`src/rtl/ddr2_rw_sched.sv`:
```
// ddr2_rw_sched: write/read-back pattern scheduler for the DDR2 test top.
// Writes NUM_BURSTS pattern bursts, reads them back, counts errors.
module ddr2_rw_sched #(
  parameter int         ADDR_WIDTH   = 26,
  parameter int         DATA_WIDTH   = 32,
  parameter logic [7:0] BURST_LEN    = 8'd32,
  parameter int         ADDR_STEP    = 64,
  parameter int         NUM_BURSTS   = 16,
  parameter int         GAP_CYCLES   = 100,
  parameter int         PATTERN_SEED = 1
) (
  input  logic                  clk,
  input  logic                  rst_n,
  input  logic                  init_end,
  output logic                  wr_trig,
  output logic [7:0]            wr_len,
  output logic [ADDR_WIDTH-1:0] wr_addr,
  output logic [DATA_WIDTH-1:0] wr_data,
  input  logic                  wr_data_en,
  input  logic                  wr_ready,
  input  logic                  wr_done,
  output logic                  rd_trig,
  output logic [7:0]            rd_len,
  output logic [ADDR_WIDTH-1:0] rd_addr,
  input  logic [DATA_WIDTH-1:0] rd_data,
  input  logic                  rd_data_en,
  input  logic                  rd_ready,
  input  logic                  rd_done,
  output logic [15:0]           err_cnt,
  output logic [15:0]           pass_cnt,
  output logic                  busy,
  output logic                  led
);

  typedef enum logic [2:0] {
    IDLE, WR_REQ, WR_WAIT, WR_GAP,
    RD_REQ, RD_WAIT, RD_GAP
  } state_t;

  localparam logic [ADDR_WIDTH-1:0] STEP =
    ADDR_WIDTH'(ADDR_STEP);
  localparam logic [DATA_WIDTH-1:0] SEED =
    DATA_WIDTH'(PATTERN_SEED);
  localparam logic [15:0] LAST = 16'(NUM_BURSTS - 1);
  localparam logic [31:0] GAP_LD =
    32'(GAP_CYCLES > 0 ? GAP_CYCLES - 1 : 0);
  localparam logic [16:0] BLEN = 17'(BURST_LEN);

  state_t                  state, state_d;
  logic                    wr_trig_d, rd_trig_d;
  logic [ADDR_WIDTH-1:0]   wr_addr_d, rd_addr_d;
  logic [DATA_WIDTH-1:0]   wr_data_d, exp_q, exp_d;
  logic [15:0]             beat_q, beat_d, beat_inc;
  logic [15:0]             burst_q, burst_d;
  logic [31:0]             gap_q, gap_d;
  logic [15:0]             pass_d, pass_inc, err_d;
  logic [16:0]             wr_fin, rd_fin, err_sum;
  logic [1:0]              err_inc;
  logic                    busy_d, led_d;

  assign wr_len = BURST_LEN;
  assign rd_len = BURST_LEN;

  // next-state, datapath and error accounting
  always_comb begin
    state_d   = state;
    wr_trig_d = wr_trig;
    rd_trig_d = rd_trig;
    wr_addr_d = wr_addr;
    rd_addr_d = rd_addr;
    wr_data_d = wr_data;
    exp_d     = exp_q;
    beat_d    = beat_q;
    burst_d   = burst_q;
    gap_d     = gap_q;
    pass_d    = pass_cnt;
    err_inc   = 2'd0;
    pass_inc  = pass_cnt + 16'd1;
    beat_inc  = (beat_q == 16'hFFFF) ? beat_q
                                     : beat_q + 16'd1;
    wr_fin    = {1'b0, beat_q} + {16'd0, wr_data_en};
    rd_fin    = {1'b0, beat_q} + {16'd0, rd_data_en};
    unique case (state)
      IDLE: begin
        wr_trig_d = 1'b0;
        rd_trig_d = 1'b0;
        if (init_end) begin
          state_d   = WR_REQ;
          burst_d   = 16'd0;
          wr_addr_d = '0;
          wr_data_d = SEED + DATA_WIDTH'(pass_cnt);
        end
      end
      WR_REQ: begin
        err_inc = {1'b0, wr_done} + {1'b0, rd_done};
        if (wr_trig && wr_ready) begin
          wr_trig_d = 1'b0;
          beat_d    = 16'd0;
          state_d   = WR_WAIT;
        end else begin
          wr_trig_d = 1'b1;
        end
      end
      WR_WAIT: begin
        if (wr_data_en) begin
          wr_data_d = wr_data + 1'b1;
          beat_d    = beat_inc;
        end
        if (wr_done) begin
          if (wr_fin != BLEN) err_inc = 2'd1;
          if (burst_q == LAST) begin
            state_d   = RD_REQ;
            burst_d   = 16'd0;
            rd_addr_d = '0;
            exp_d     = SEED + DATA_WIDTH'(pass_cnt);
          end else begin
            wr_addr_d = wr_addr + STEP;
            burst_d   = burst_q + 16'd1;
            gap_d     = GAP_LD;
            state_d   = (GAP_CYCLES == 0) ? WR_REQ : WR_GAP;
          end
        end
      end
      WR_GAP: begin
        if (gap_q == 32'd0) state_d = WR_REQ;
        else gap_d = gap_q - 32'd1;
      end
      RD_REQ: begin
        err_inc = {1'b0, wr_done} + {1'b0, rd_done};
        if (rd_trig && rd_ready) begin
          rd_trig_d = 1'b0;
          beat_d    = 16'd0;
          state_d   = RD_WAIT;
        end else begin
          rd_trig_d = 1'b1;
        end
      end
      RD_WAIT: begin
        if (rd_data_en) begin
          if (rd_data != exp_q) err_inc = err_inc + 2'd1;
          if (beat_q >= BLEN[15:0]) err_inc = err_inc + 2'd1;
          exp_d  = exp_q + 1'b1;
          beat_d = beat_inc;
        end
        if (rd_done) begin
          if (rd_fin != BLEN) err_inc = err_inc + 2'd1;
          if (burst_q == LAST) begin
            state_d   = WR_REQ;
            pass_d    = pass_inc;
            burst_d   = 16'd0;
            wr_addr_d = '0;
            wr_data_d = SEED + DATA_WIDTH'(pass_inc);
          end else begin
            rd_addr_d = rd_addr + STEP;
            burst_d   = burst_q + 16'd1;
            gap_d     = GAP_LD;
            state_d   = (GAP_CYCLES == 0) ? RD_REQ : RD_GAP;
          end
        end
      end
      RD_GAP: begin
        if (gap_q == 32'd0) state_d = RD_REQ;
        else gap_d = gap_q - 32'd1;
      end
      default: state_d = IDLE;
    endcase
    // losing init_end abandons the in-flight burst silently
    if (state != IDLE && !init_end) begin
      state_d   = IDLE;
      wr_trig_d = 1'b0;
      rd_trig_d = 1'b0;
      wr_addr_d = '0;
      rd_addr_d = '0;
      wr_data_d = wr_data;
      exp_d     = exp_q;
      beat_d    = 16'd0;
      burst_d   = 16'd0;
      gap_d     = 32'd0;
      pass_d    = pass_cnt;
      err_inc   = 2'd0;
    end
    err_sum = {1'b0, err_cnt} + {15'd0, err_inc};
    err_d   = err_sum[16] ? 16'hFFFF : err_sum[15:0];
    busy_d  = (state_d != IDLE);
    led_d   = (pass_cnt != 16'd0) && (err_cnt == 16'd0);
  end

  // state and datapath registers
  always_ff @(posedge clk or negedge rst_n) begin
    if (!rst_n) begin
      state    <= IDLE;
      wr_trig  <= 1'b0;
      rd_trig  <= 1'b0;
      wr_addr  <= '0;
      rd_addr  <= '0;
      wr_data  <= SEED;
      exp_q    <= SEED;
      beat_q   <= 16'd0;
      burst_q  <= 16'd0;
      gap_q    <= 32'd0;
      pass_cnt <= 16'd0;
      err_cnt  <= 16'd0;
      busy     <= 1'b0;
      led      <= 1'b0;
    end else begin
      state    <= state_d;
      wr_trig  <= wr_trig_d;
      rd_trig  <= rd_trig_d;
      wr_addr  <= wr_addr_d;
      rd_addr  <= rd_addr_d;
      wr_data  <= wr_data_d;
      exp_q    <= exp_d;
      beat_q   <= beat_d;
      burst_q  <= burst_d;
      gap_q    <= gap_d;
      pass_cnt <= pass_d;
      err_cnt  <= err_d;
      busy     <= busy_d;
      led      <= led_d;
    end
  end

endmodule

```
`config.mk`:
```
export PLATFORM = sky130hd
export DESIGN_NAME = ddr2_rw_sched
export DESIGN_NICKNAME = d
export VERILOG_FILES = /design/src/rtl/ddr2_rw_sched.sv
export SDC_FILE = /design/constraint.sdc
export NUM_CORES = 1
export LEC_CHECK = 0
export BUFFER_PORTS_ARGS = -buffer_cell sky130_fd_sc_hd__clkbuf_2
export CAP_MARGIN = 15
export CORE_ASPECT_RATIO = 1.4
export CORE_MARGIN = 2
export CORE_UTILIZATION = 47
export CTS_CLUSTER_SIZE = 16
export DETAILED_ROUTE_END_ITERATION = 12
export PLACE_DENSITY = 0.67
export SYNTH_ARGS = -nofsm -noshare
export SYNTH_HDL_FRONTEND = slang
export SYNTH_SLANG_ARGS = --single-unit
```
`constraint.sdc`:
```
create_clock -name clk -period 6.3 [get_ports clk]
set_clock_uncertainty 0.15 [all_clocks]
set_input_delay 1.26 -clock clk [delete_from_list [all_inputs] [get_ports clk]]
set_output_delay 1.26 -clock clk [all_outputs]
set_load 0.02 [all_outputs]
```
-- Word-level counts from Yosys, hierarchy flattened
Cells that the tools add are included.
- output and inout port bits: 136
- input port bits: 41
- bits in registers: 219
- equal/unequal tests: 30
- reductions and logical operators: 29
- bitwise logic cells: 1
- $add $sub $neg: 16
- mux-type cells: 70
- magnitude comparators: 1
- operators with widths (cell ; number):
    2-to-1 mux 32 bit ; 12
    2-to-1 mux 26 bit ; 10
    2-to-1 mux 16 bit ; 12
    one-hot mux 32 bit (3 select lines) ; 2
    one-hot mux 26 bit (3 select lines) ; 1
    adder 32 x 1 -> 32 bit (second input constant) ; 2
    one-hot mux 16 bit (4 select lines) ; 1
    one-hot mux 32 bit (2 select lines) ; 1
    adder 26 x 7 -> 26 bit (second input constant) ; 2
    one-hot mux 26 bit (2 select lines) ; 1
    adder 16 x 1 -> 16 bit (second input constant) ; 3
    one-hot mux 16 bit (3 select lines) ; 1
    adder 1 x 16 -> 17 bit (first input constant) ; 2
    adder 16 x 1 -> 17 bit ; 2
    inequality test 17 x 6 -> 1 bit (second input constant) ; 2
    inequality test 3 bit (second input constant) ; 11
    zero test 32 bit ; 1
    inequality test 32 bit ; 1
    subtractor 32 x 1 -> 32 bit (second input constant) ; 1
    2-to-1 mux 3 bit ; 10
    one-hot mux 3 bit (7 select lines) ; 1
    nonzero test 3 bit ; 6
    adder 16 x 2 -> 17 bit ; 1
    equality test 16 bit (second input constant) ; 1
    26 further kinds ; 60

-- Logic depth before layout (Yosys ltp)
- depth in word-level cells: 15
- gate-level depth with buffers: 20

-- Worst setup path after synthesis
Ideal clock, no wire load.
- path kind: input -> register
- start point: in rd_data_en
- end point: reg err_cnt[10]
- setup slack: 1.292 ns
- cell stages on the path: 19
- required time: 6.082 ns
- data arrival time: 4.790 ns
- path through: ha_1 > ha_1 > nand3_1 > nor3_1 > mux2i_1 > a22oi_1 > nor4_2 > mux2i_1 > or3_1 > ha_1 > inv_1 > fa_1 > nor2_1 > nand3_1 > or2_2 > nor2_1 > nand3_1 > clkbuf_1 > nand2_1
- longest elaborated chain between the ends: 9
- ends and longest elaborated chain (item ; RTL line ; RTL):
    start: declaration ; 26 ; input logic rd_data_en,
    parallel branches: the longest is 4 deep, another holds adder 16 x 1 -> 17 bit ; n/a ;
    2-to-1 mux 2 bit (*) ; 145 ; if (rd_done) begin
    one-hot mux 2 bit (3 select lines) (*) ; 83 ; unique case (state)
    2-to-1 mux 2 bit (*) ; 168 ; if (state != IDLE && !init_end) begin
    adder 16 x 2 -> 17 bit (*) ; 182 ; err_sum = {1'b0, err_cnt} + {15'd0, err_inc};
    2-to-1 mux 16 bit (*) ; 183 ; err_d = err_sum[16] ? 16'hFFFF : err_sum[15:0];
    net err_d[10] ; 56 ; logic [15:0] pass_d, pass_inc, err_d;
    end signal: assignment ; 217 ; err_cnt <= err_d;
    end: declaration ; 29 ; output logic [15:0] err_cnt,
Mark *: on every way through the listed nets, which the timed path passes. The select of a mux whose other input is x is not followed.
A chain may end at the register's enable or synchronous reset.

-- Final worst setup path
- start point: in rd_data_en
- end point: reg err_cnt[0]
The elaborated chain is that of the path after synthesis.

==> impl_metrics.yaml <==
worst_setup_path:
  crit_required_ns: 6.59
  crit_path_end_kind: "register"
  ff2ff_path_depth: 14
  reg2reg_from: "state[2]"
  path_class: "input pin to register"
  r2r_setup_slack_ns: 1.26
  cp.arrival_ns: 5.73
  crit_fanout: 16
  cp-start-kind: "input pin"
  worstReg2RegEnd: "err_cnt[0]"
timing:
  drv_slew: 0
  slew_headroom_pct: 33.08
  fin_hold_ws_ns: 0.3628
  report.final.setup_viol: 0
  tightest_slew_ns: 0.9956
  finalCriticalPeriod_ns: 5.445
  fin_tns_setup_ns: 0
  fmax_mhz: 183.7
  final_hold_viol_count: 0
  fin_crit_sh_pct: 86.42
  rsz0062_at_grt: "no"
  fin_ws_ns: 0.8555
floorplanning:
  std_cell_rows: 72
  die_area_mm2: 0.02961
  boundaryPins: 177
  floorplan.initialDensity_pct: 47.83
  die_y_um: 202.8
  die_x_um: 146.0
  core_mm2: 0.02775
synthesis:
  yosys-top-cells-count: "dfrtp_1, nor2_1, nand2_1"
  synth_top_cell_by_area: "dfrtp_1"
  ys_seq_elements: 207
  synth_ff_type: "dfrtp_1"
  synth_edf_count: 0
  synth_area_leaders: "dfrtp_1, xnor2_1, nor2_1"
  async_flop_share_pct: 100.0
  syn_area_mm2: 0.01327
  avgSynthCellArea_um2: 8.436
  synth.most_common_cell: "dfrtp_1"
  synthCells: 1573
  seq_area_frac_synth_pct: 39.05
  synth_cell_types: 85
  yosysTopAreaCellShare_pct: 38.66
  ys_warn_count: 0
global_route:
  antenna_found_initial: 1
  grt_start_max_net_pins: 96
  grt_pass1_wl_mm: 61.08
  grt.total_usage_pct: 24.94
  grt_pass1_vias: 11585
  grt_overflow_total: 0
cells_and_area:
  n_fill_cell: 2665
  area_delta_synth_final_pct: 12.10
  design_area_mm2: 0.01488
  drive_gt1_share_pct: 14.34
  nNetsFinal: 1734
drt:
  routed-via-count: 12129
  routed_via_density: 5.888
  wire_per_inst_um: 18.20
  initialDrtViolationCount: 786
  wl_mm: 37.49
  drtPass1Iterations: 6
  drt.antenna.violating_nets: 0
  drc: 0
place:
  pre_cts_ws_ns: 0.3538
  dp_hpwl_mm: 26.90
  gp_congestion: 0.9369
  port-buffer-count: 148
  place_area_mm2: 0.01411
power:
  p_per_area_mw_per_mm2: 283.8
  leakage_nw: 6.445
  peakVddDrop_mv: 0.2249
  power_w: 0.004221
clocking:
  post-cts-setup-buffers: 0
  cts_tree: "built"
  clock_sinks: 207
  numCtsBuffers: 23
  clock-root-buffer: "clkbuf_16"
  cts_hold_buf: 0
  htreeDepth: 1
  clock_latency_ns: 0.52
  cts.clk_slew.worst_paths_ns: 0.07
  clockBufferDepth: 3
  post_cts_resized: 0
worst_hold_path:
  hold_class: "register to register"
  holdPathEnd: "burst_q[3]"
  hp-start: "burst_q[3]"
  whs_path_depth: 1
run_status:
  status: "complete, no violations"
run:
  drv_cap: 0
## cells in the final DEF (no fill, tap or decap), types with 32 or more instances in the layout
cell and n:
nand3_1 87, and3_1 36, clkbuf_2 147, nand2_1 151
xor2_1 62, nor3_1 34, a21oi_1 79, nand4_1 57
xnor2_1 98, inv_1 32, nor2_1 184, o21ai_0 115
dfrtp_1 205
## worst max path at each step
| stage | start | end | slack (ns) | depth (start not counted) |
|---|---|---|---|---|
| floorplan | rd_data_en | err_cnt[10] | 1.29 | 19 |
| global placement | rd_data_en | err_cnt[5] | 0.49 | 19 |
| detailed placement | rd_data_en | err_cnt[5] | 0.35 | 19 |
| CTS | rd_data_en | err_cnt[5] | 0.89 | 19 |
| global route | rd_data_en | err_cnt[0] | 0.40 | 19 |
| finish | rd_data_en | err_cnt[0] | 0.86 | 19 |
## area by class of cell
| class | instances | area, um2 | area share [%] |
|---|---|---|---|
| Antenna cell | 2 | 5.005 | 0.03364 |
| Tap cell | 370 | 462.9 | 3.112 |
| Sequential cell | 207 | 5182 | 34.84 |
| Timing Repair Buffer | 164 | 869.6 | 5.846 |
| Inverter | 32 | 120.1 | 0.8075 |
| Clock inverter | 10 | 110.1 | 0.7402 |
| Multi-Input combinational cell | 1244 | 7480 | 50.28 |
| Clock buffer | 31 | 645.6 | 4.340 |
## metrics by stage
stage | util, % | instances
after floorplan | - | 1599
after CTS | 53.57 | 2057
after detailed placement | 50.84 | 2016
after global placement | 50.84 | 2016
after global routing | 53.60 | 2059
final | 53.61 | 2060
## state kept, by name, summed over array words and instances (netlist names), 16 cells and up
signal and cells:
exp_q 32, gap_q 32, wr_data 32, rd_addr 20
wr_addr 20, beat_q 16, burst_q 16, err_cnt 16
pass_cnt 16
## cell families (layout without fill, tap and decap cells)
group	count (synthesis)	count (layout)	synth area share, %
xor gates and xnor gates	160	160	10.56
adders and majority gates	21	21	2.037
AOI/OAI and AO/OA	321	321	14.84
muxes	11	11	0.8674
buffers and inverters	148	237	5.355
other	2	30	0.05659
DFF	207	207	39.05
and+or+nand+nor	703	703	27.23
## where the power goes
part | switching [W] | leakage, nW | internal, W
Combinational | 0.000803 | 3.27 | 0.000409
Sequential | 0.000162 | 2.80 | 0.00147
Clock | 0.000574 | 0.374 | 0.000802
Total | 0.00154 | 6.45 | 0.00268
## layer usage
layer	up-vias	GRT usage, %	wire [um]
li1	5745	-	-
met3	67	2.787	1967
met5	-	0	0
met4	0	7.836	976
met1	5904	32.12	15520
met2	413	44.02	19030
## critical path, cell delays in order
cell      delay [ns]
clkbuf_2        0.31
ha_1            0.27
ha_1            0.20
nand3_1         0.12
nor3_1          0.32
mux2i_1         0.24
a22oi_1         0.11
nor4_2          0.40
mux2i_1         0.22
or3_1           0.14
ha_1            0.16
inv_1           0.05
fa_1            0.39
nor2_1          0.18
nand3_1         0.18
or2_2           0.37
nor2_1          0.18
nand3_1         0.41
nand2b_1        0.21
No activity file was read; power rests on OpenSTA's default activity.
